==> src/rtl/video_mode_sched.sv <==
// ---------------------------------------------------------------------------
// video_mode_sched
//
// Video mode scheduler. Holds the CPU-visible video configuration registers
// and drives the window, offset and mode inputs of the raster generator.
//
// CPU writes land in shadow registers. They are copied to the active set in
// one step at the frame boundary (frame_start qualified by c3), so the raster
// never sees a half-updated mode. The Y scroll offset is the exception: it is
// written straight through to rstart, and y_offs_wr tells the raster to
// re-latch it at its next line start.
//
// Ports
//   clk, rst          video clock, synchronous active-high reset
//   c3                7 MHz phase strobe, one clk wide
//   frame_start       raster at last pixel of last line (level)
//   wr_strb/addr/data register write port (one-clk strobe, 3-bit select)
//   hpix_*/vpix_*     pixel window (table lookup on active rres)
//   *_ts              tile/sprite window, identical to the pixel window
//   go_offs           DRAM fetch lead (table lookup on active vmode)
//   x_offs            fine X offset
//   hint_beg/vint_beg line-interrupt column/line
//   rstart/y_offs_wr  Y scroll start row and its one-clk change strobe
//   vmode/nogfx/cfg_60hz active mode bits
//   cfg_pending       a shadow write is waiting for the next commit
// ---------------------------------------------------------------------------
module video_mode_sched (
  input  logic       clk,
  input  logic       rst,
  input  logic       c3,
  input  logic       frame_start,
  input  logic       wr_strb,
  input  logic [2:0] wr_addr,
  input  logic [7:0] wr_data,
  output logic [8:0] hpix_beg,
  output logic [8:0] hpix_end,
  output logic [8:0] vpix_beg,
  output logic [8:0] vpix_end,
  output logic [8:0] hpix_beg_ts,
  output logic [8:0] hpix_end_ts,
  output logic [8:0] vpix_beg_ts,
  output logic [8:0] vpix_end_ts,
  output logic [4:0] go_offs,
  output logic [1:0] x_offs,
  output logic [7:0] hint_beg,
  output logic [8:0] vint_beg,
  output logic [8:0] rstart,
  output logic       y_offs_wr,
  output logic [1:0] vmode,
  output logic       nogfx,
  output logic       cfg_60hz,
  output logic       cfg_pending
);

  localparam logic [2:0] A_VCONFIG = 3'd0;
  localparam logic [2:0] A_XOFFS   = 3'd1;
  localparam logic [2:0] A_YOFFSL  = 3'd2;
  localparam logic [2:0] A_YOFFSH  = 3'd3;
  localparam logic [2:0] A_HSINT   = 3'd4;
  localparam logic [2:0] A_VSINTL  = 3'd5;
  localparam logic [2:0] A_VSINTH  = 3'd6;

  localparam logic [7:0] HSINT_RST = 8'd1;

  // Window table: {h_beg, h_end, v_beg, v_end} for each rres value.
  function automatic logic [35:0] win_tab(input logic [1:0] rres);
    logic [35:0] w;
    case (rres)
      2'd0:    w = {9'd140, 9'd396, 9'd80, 9'd272};
      2'd1:    w = {9'd108, 9'd428, 9'd76, 9'd276};
      2'd2:    w = {9'd108, 9'd428, 9'd56, 9'd296};
      default: w = {9'd88,  9'd448, 9'd32, 9'd320};
    endcase
    return w;
  endfunction

  // DRAM fetch lead per video mode.
  function automatic logic [4:0] go_tab(input logic [1:0] mode);
    logic [4:0] g;
    case (mode)
      2'd1:    g = 5'd6;
      2'd2:    g = 5'd10;
      default: g = 5'd18;
    endcase
    return g;
  endfunction

  // Shadow registers (CPU side)
  logic [1:0] rres_sh_q,  rres_sh_d;
  logic [1:0] vmode_sh_q, vmode_sh_d;
  logic       nogfx_sh_q, nogfx_sh_d;
  logic       hz60_sh_q,  hz60_sh_d;
  logic [1:0] xoffs_sh_q, xoffs_sh_d;
  logic [7:0] hsint_sh_q, hsint_sh_d;
  logic [8:0] vsint_sh_q, vsint_sh_d;

  // Active registers (raster side)
  logic [1:0] rres_act_q,  rres_act_d;
  logic [1:0] vmode_act_q, vmode_act_d;
  logic       nogfx_act_q, nogfx_act_d;
  logic       hz60_act_q,  hz60_act_d;
  logic [1:0] xoffs_act_q, xoffs_act_d;
  logic [7:0] hsint_act_q, hsint_act_d;
  logic [8:0] vsint_act_q, vsint_act_d;

  logic       pending_q,   pending_d;
  logic [8:0] rstart_q,    rstart_d;
  logic       y_offs_wr_q, y_offs_wr_d;

  // Table-derived outputs
  logic [8:0] hbeg_p1_q, hbeg_p1_d;
  logic [8:0] hend_p1_q, hend_p1_d;
  logic [8:0] vbeg_p1_q, vbeg_p1_d;
  logic [8:0] vend_p1_q, vend_p1_d;
  logic [4:0] go_p1_q,   go_p1_d;

  logic commit;
  logic wr_shadowed;

  always_comb begin
    commit      = frame_start && c3;
    wr_shadowed = wr_strb && ((wr_addr == A_VCONFIG) || (wr_addr == A_XOFFS) ||
                              (wr_addr == A_HSINT)   || (wr_addr == A_VSINTL) ||
                              (wr_addr == A_VSINTH));

    rres_sh_d   = rres_sh_q;
    vmode_sh_d  = vmode_sh_q;
    nogfx_sh_d  = nogfx_sh_q;
    hz60_sh_d   = hz60_sh_q;
    xoffs_sh_d  = xoffs_sh_q;
    hsint_sh_d  = hsint_sh_q;
    vsint_sh_d  = vsint_sh_q;

    rres_act_d  = rres_act_q;
    vmode_act_d = vmode_act_q;
    nogfx_act_d = nogfx_act_q;
    hz60_act_d  = hz60_act_q;
    xoffs_act_d = xoffs_act_q;
    hsint_act_d = hsint_act_q;
    vsint_act_d = vsint_act_q;

    pending_d   = pending_q;
    rstart_d    = rstart_q;
    y_offs_wr_d = 1'b0;

    // Commit reads the registered shadow, so a write in the same clk lands
    // in the shadow only and goes out with the following frame.
    if (commit) begin
      rres_act_d  = rres_sh_q;
      vmode_act_d = vmode_sh_q;
      nogfx_act_d = nogfx_sh_q;
      hz60_act_d  = hz60_sh_q;
      xoffs_act_d = xoffs_sh_q;
      hsint_act_d = hsint_sh_q;
      vsint_act_d = vsint_sh_q;
      pending_d   = 1'b0;
    end

    // A write after the commit term keeps pending set for the next frame.
    if (wr_shadowed) begin
      pending_d = 1'b1;
    end

    if (wr_strb) begin
      case (wr_addr)
        A_VCONFIG: begin
          rres_sh_d  = wr_data[7:6];
          nogfx_sh_d = wr_data[5];
          hz60_sh_d  = wr_data[4];
          vmode_sh_d = wr_data[1:0];
        end
        A_XOFFS:  xoffs_sh_d       = wr_data[1:0];
        A_YOFFSL: begin
          rstart_d[7:0] = wr_data;
          y_offs_wr_d   = 1'b1;
        end
        A_YOFFSH: begin
          rstart_d[8]   = wr_data[0];
          y_offs_wr_d   = 1'b1;
        end
        A_HSINT:  hsint_sh_d       = wr_data;
        A_VSINTL: vsint_sh_d[7:0]  = wr_data;
        A_VSINTH: vsint_sh_d[8]    = wr_data[0];
        default:  ;
      endcase
    end

    {hbeg_p1_d, hend_p1_d, vbeg_p1_d, vend_p1_d} = win_tab(rres_act_q);
    go_p1_d = go_tab(vmode_act_q);
  end

  // Stage p0: shadow, active, Y offset and pending registers
  always_ff @(posedge clk) begin
    if (rst) begin
      rres_sh_q   <= 2'd0;
      vmode_sh_q  <= 2'd0;
      nogfx_sh_q  <= 1'b0;
      hz60_sh_q   <= 1'b0;
      xoffs_sh_q  <= 2'd0;
      hsint_sh_q  <= HSINT_RST;
      vsint_sh_q  <= 9'd0;
      rres_act_q  <= 2'd0;
      vmode_act_q <= 2'd0;
      nogfx_act_q <= 1'b0;
      hz60_act_q  <= 1'b0;
      xoffs_act_q <= 2'd0;
      hsint_act_q <= HSINT_RST;
      vsint_act_q <= 9'd0;
      pending_q   <= 1'b0;
      rstart_q    <= 9'd0;
      y_offs_wr_q <= 1'b0;
    end else begin
      rres_sh_q   <= rres_sh_d;
      vmode_sh_q  <= vmode_sh_d;
      nogfx_sh_q  <= nogfx_sh_d;
      hz60_sh_q   <= hz60_sh_d;
      xoffs_sh_q  <= xoffs_sh_d;
      hsint_sh_q  <= hsint_sh_d;
      vsint_sh_q  <= vsint_sh_d;
      rres_act_q  <= rres_act_d;
      vmode_act_q <= vmode_act_d;
      nogfx_act_q <= nogfx_act_d;
      hz60_act_q  <= hz60_act_d;
      xoffs_act_q <= xoffs_act_d;
      hsint_act_q <= hsint_act_d;
      vsint_act_q <= vsint_act_d;
      pending_q   <= pending_d;
      rstart_q    <= rstart_d;
      y_offs_wr_q <= y_offs_wr_d;
    end
  end

  // Stage p1: table lookups, one clk behind the active registers
  always_ff @(posedge clk) begin
    if (rst) begin
      hbeg_p1_q <= 9'd140;
      hend_p1_q <= 9'd396;
      vbeg_p1_q <= 9'd80;
      vend_p1_q <= 9'd272;
      go_p1_q   <= 5'd18;
    end else begin
      hbeg_p1_q <= hbeg_p1_d;
      hend_p1_q <= hend_p1_d;
      vbeg_p1_q <= vbeg_p1_d;
      vend_p1_q <= vend_p1_d;
      go_p1_q   <= go_p1_d;
    end
  end

  assign hpix_beg    = hbeg_p1_q;
  assign hpix_end    = hend_p1_q;
  assign vpix_beg    = vbeg_p1_q;
  assign vpix_end    = vend_p1_q;
  assign hpix_beg_ts = hbeg_p1_q;
  assign hpix_end_ts = hend_p1_q;
  assign vpix_beg_ts = vbeg_p1_q;
  assign vpix_end_ts = vend_p1_q;
  assign go_offs     = go_p1_q;
  assign x_offs      = xoffs_act_q;
  assign hint_beg    = hsint_act_q;
  assign vint_beg    = vsint_act_q;
  assign rstart      = rstart_q;
  assign y_offs_wr   = y_offs_wr_q;
  assign vmode       = vmode_act_q;
  assign nogfx       = nogfx_act_q;
  assign cfg_60hz    = hz60_act_q;
  assign cfg_pending = pending_q;

endmodule
==> config.mk <==
export PLATFORM = sky130hd
export DESIGN_NAME = video_mode_sched
export DESIGN_NICKNAME = d
export VERILOG_FILES = /design/src/rtl/video_mode_sched.sv
export SDC_FILE = /design/constraint.sdc
export NUM_CORES = 1
export LEC_CHECK = 0
export CORE_MARGIN = 1.5
export CORE_UTILIZATION = 39
export DETAILED_ROUTE_END_ITERATION = 8
export PLACE_DENSITY = 0.76
export SLEW_MARGIN = 40
export SYNTH_ARGS = -nofsm -noshare
export SYNTH_HDL_FRONTEND = slang
export SYNTH_SLANG_ARGS = --single-unit
==> constraint.sdc <==
create_clock -name clk -period 1.3 [get_ports clk]
set_input_delay 0.26 -clock clk [delete_from_list [all_inputs] [get_ports clk]]
set_output_delay 0.26 -clock clk [all_outputs]
set_load 0.1 [all_outputs]
==> results_dict.tcl <==
set metrics [dict create \
    outcome "complete, no violations" \
    cp_slowest_cell "dfxtp_4" \
    power_frac_clock_pct 36.1 \
    power_switching_w 0.00169 \
    setup_tns_ps 0 \
    h-tree-depth 3 \
    fmax_mhz 782 \
    routed_wl_mm 6.73 \
    dieHeight_um 93.1 \
    vias_per_cell 4.53 \
    core_area_um2 7810 \
    r2r-start "rres_act_q[0]" \
    dieArea_um2 8660 \
    yosysTopAreaCell "dfxtp_1" \
    io_buffer_count 90 \
    slew_viol_final 0 \
    rows 32 \
    antenna_cells 0 \
    finClkSkew_ps 5.28 \
    finalNetCount 440 \
    use_met3_pct 5.69 \
    ant_nets 0 \
    irDropWorstVdd_mv 0.722 \
    syn_inst 353 \
    cpPeakStageDelay_ps 470 \
    routedWlPerCell_um 12.8 \
    synth_top_area_share_pct 46.8 \
    syn_to_final_growth_pct 54.1 \
    synth_warnings 0 \
    die_width_um 93.1 \
    path_cells "buf_12" \
    dp_hpwl_mm 5.11 \
    track_usage_pct 16.2 \
    syn_area_um2 3160 \
    firstDrtPassIters 5 \
    fin_util_pct 62.4 \
    yosys.cell_types.count 26 \
    grt_pass1_wl_mm 11.0 \
    grtUsageMet2_pct 28.2 \
    leakagePower_nw 1.93 \
    antenna_found_initial 0 \
    comb_power_share_pct 18.4 \
    io_pins 127 \
    place_congestion 0.801 \
    vias 2375 \
    cts_tree "done" \
    top_usage_layer "met2" \
    syn_avg_cell_area_um2 8.96 \
    r2r_slack_ps 90 \
    swShare_pct 33.2 \
    drive_gt1_share_pct 29.4 \
    cp-end-kind "output port" \
    cellInternalPower_w 0.00340 \
    drc 0 \
    path_delay_family "flip-flops" \
    hold_viol 0 \
    start_util_pct 40.5 \
    clockBufferDepth 2 \
    arrival_ps 1020 \
    drv_cap 0 \
    seqPwrFrac_pct 45.5 \
    first_iter_violations 59 \
    overflow 0 \
    holdPathStages 2 \
    cts_root_buffer "clkbuf_8" \
    grt_util_met1_pct 18.0 \
    clkTransAtPathRegs_ps 80 \
    cts_sinks 74 \
    hp-class "primary input to flip-flop" \
    totalPowerFinal_w 0.00509 \
    worst_r2r_path_depth 4 \
    yosysSeqAreaShare_pct 46.8 \
    hp-start "rst" \
    ys_ff_latch 74 \
    cts_buffers 9 \
    power_density_nw_per_um2 1040 \
    finalCritPeriodShare_pct 98.4 \
    grt_pass1_vias 2269 \
    ys_top_cells_by_area "dfxtp_1, buf_4, nand2_1, mux2i_1, a21oi_1" \
    finalSetupViolCount 0 \
    whs_endpoint "go_offs[3]" \
    r2r_end "vpix_beg[5]" \
    rsz0062_at_grt "true" \
    crit_cells 1 \
    startpoint_type "flip-flop" \
    fin_crit_ps 1280 \
    clk-insertion-delay-late_ps 350 \
    worst-path-buf-inv 1 \
    crit_fanout 6 \
    grt_max_degree 63 \
    worstPathRequired_ps 1040 \
    path_class "flip-flop to output port" \
]
## cell usage after synthesis (all sizes together)
| cell type | instances |
|---|---|
| nor3 | 2 |
| or3 | 1 |
| nand4b | 3 |
| o21ai | 1 |
| nor2 | 28 |
| nor4b | 2 |
| buf | 71 |
| clkbuf | 13 |
| nand2 | 68 |
| ha | 7 |
| a21oi | 34 |
| nand3b | 1 |
| conb | 2 |
| nor2b | 7 |
| dfxtp | 74 |
| or2 | 3 |
| and4bb | 2 |
| nor4bb | 1 |
| inv | 6 |
| and2 | 1 |
| and4b | 1 |
| mux2i | 25 |
## cells by family after synthesis
| logic type | Yosys count | synth area share [%] |
|---|---|---|
| compound gates | 35 | 5.54 |
| flops | 74 | 46.8 |
| buf+inv | 90 | 19.1 |
| simple gates | 120 | 17.6 |
| other cells | 2 | 0.237 |
| fa+ha+maj | 7 | 2.77 |
| mux | 25 | 7.91 |
## worst max-delay path by stage
stage                      startpoint          end  slack (ps)
after floorplan              vmode[0]   go_offs[4]        -110
after global placement        wr_strb    rstart[0]        -430
after detailed placement      wr_strb    rstart[3]        -500
after CTS                 hpix_end[3]  hpix_end[3]          -4
after global routing      hpix_end[3]  hpix_end[3]         -30
final                     hpix_end[3]  hpix_end[3]          20
## repair_timing
action | 4_1_cts | 5_1_grt
gates cloned | 0 | 0
setup endpoints to repair | 31 | 12
buffers inserted | 0 | 0
hold buffers | 0 | 0
resized for setup | 7 | 0
pin swaps | 1 | 0
## layout by cell type (no fill, tap or decap), types with 2 or more instances in the layout
cell type	synthesis	routed
buf_12	0	78
nand2_1	68	68
dfxtp_1	74	62
conb_1	2	36
a21oi_1	34	34
nor2_1	28	28
mux2i_1	25	25
clkdlybuf4s50_1	0	10
clkbuf_8	0	9
buf_4	66	9
nor2b_1	7	7
ha_1	7	7
inv_1	6	6
dfxtp_4	0	6
dfxtp_2	0	6
dlygate4sd2_1	0	4
or2_2	3	3
nand4b_1	3	3
inv_6	0	3
nor3_1	2	2
clkinv_4	0	2
## area by class of cell
cell class | count | area [um^2]
flip-flops and latches | 74 | 1510
fillers | 622 | 2930
repair buffers | 103 | 1780
well taps | 102 | 128
clock buffers | 9 | 124
inverters | 6 | 22.5
multi-input cells | 223 | 1220
clock inverters | 7 | 85.1
## flip-flops by register name, indices dropped and copies added (netlist names), 3 cells and up
signal,flops
hpix_beg,3
hsint_sh_q,8
hint_beg,8
vsint_sh_q,9
go_offs,3
vpix_beg,3
rstart,9
vint_beg,9
## per-stage QoR
step	hold slack, ps	instance area, um^2	setup WS (ps)	instances
after floorplan	396	3320	-112	387
after global placement	444	4650	-430	508
after detailed placement	441	4650	-500	508
after CTS	231	4870	-4.42	524
after global routing	249	4870	-32.7	524
final	241	4870	21.2	524
## power groups by stage
stage | Sequential (W) | Combinational [W] | Clock (W)
final | 0.00232 | 0.000938 | 0.00184
after global routing | 0.00232 | 0.000970 | 0.00199
after CTS | 0.00232 | 0.000936 | 0.00189
after detailed placement | 0.00237 | 0.000935 | 0
after global placement | 0.00237 | 0.000927 | 0
after floorplan | 0.00248 | 0.000707 | 0
## layer usage
layer | part of all wire [%] | vias to the layer above
met1 | 41 | 1100
met4 | 1.9 | 0
met5 | 0 | -
met3 | 8.1 | 12
met2 | 49 | 112
li1 | - | 1151
(Power assumes the default switching activity.)
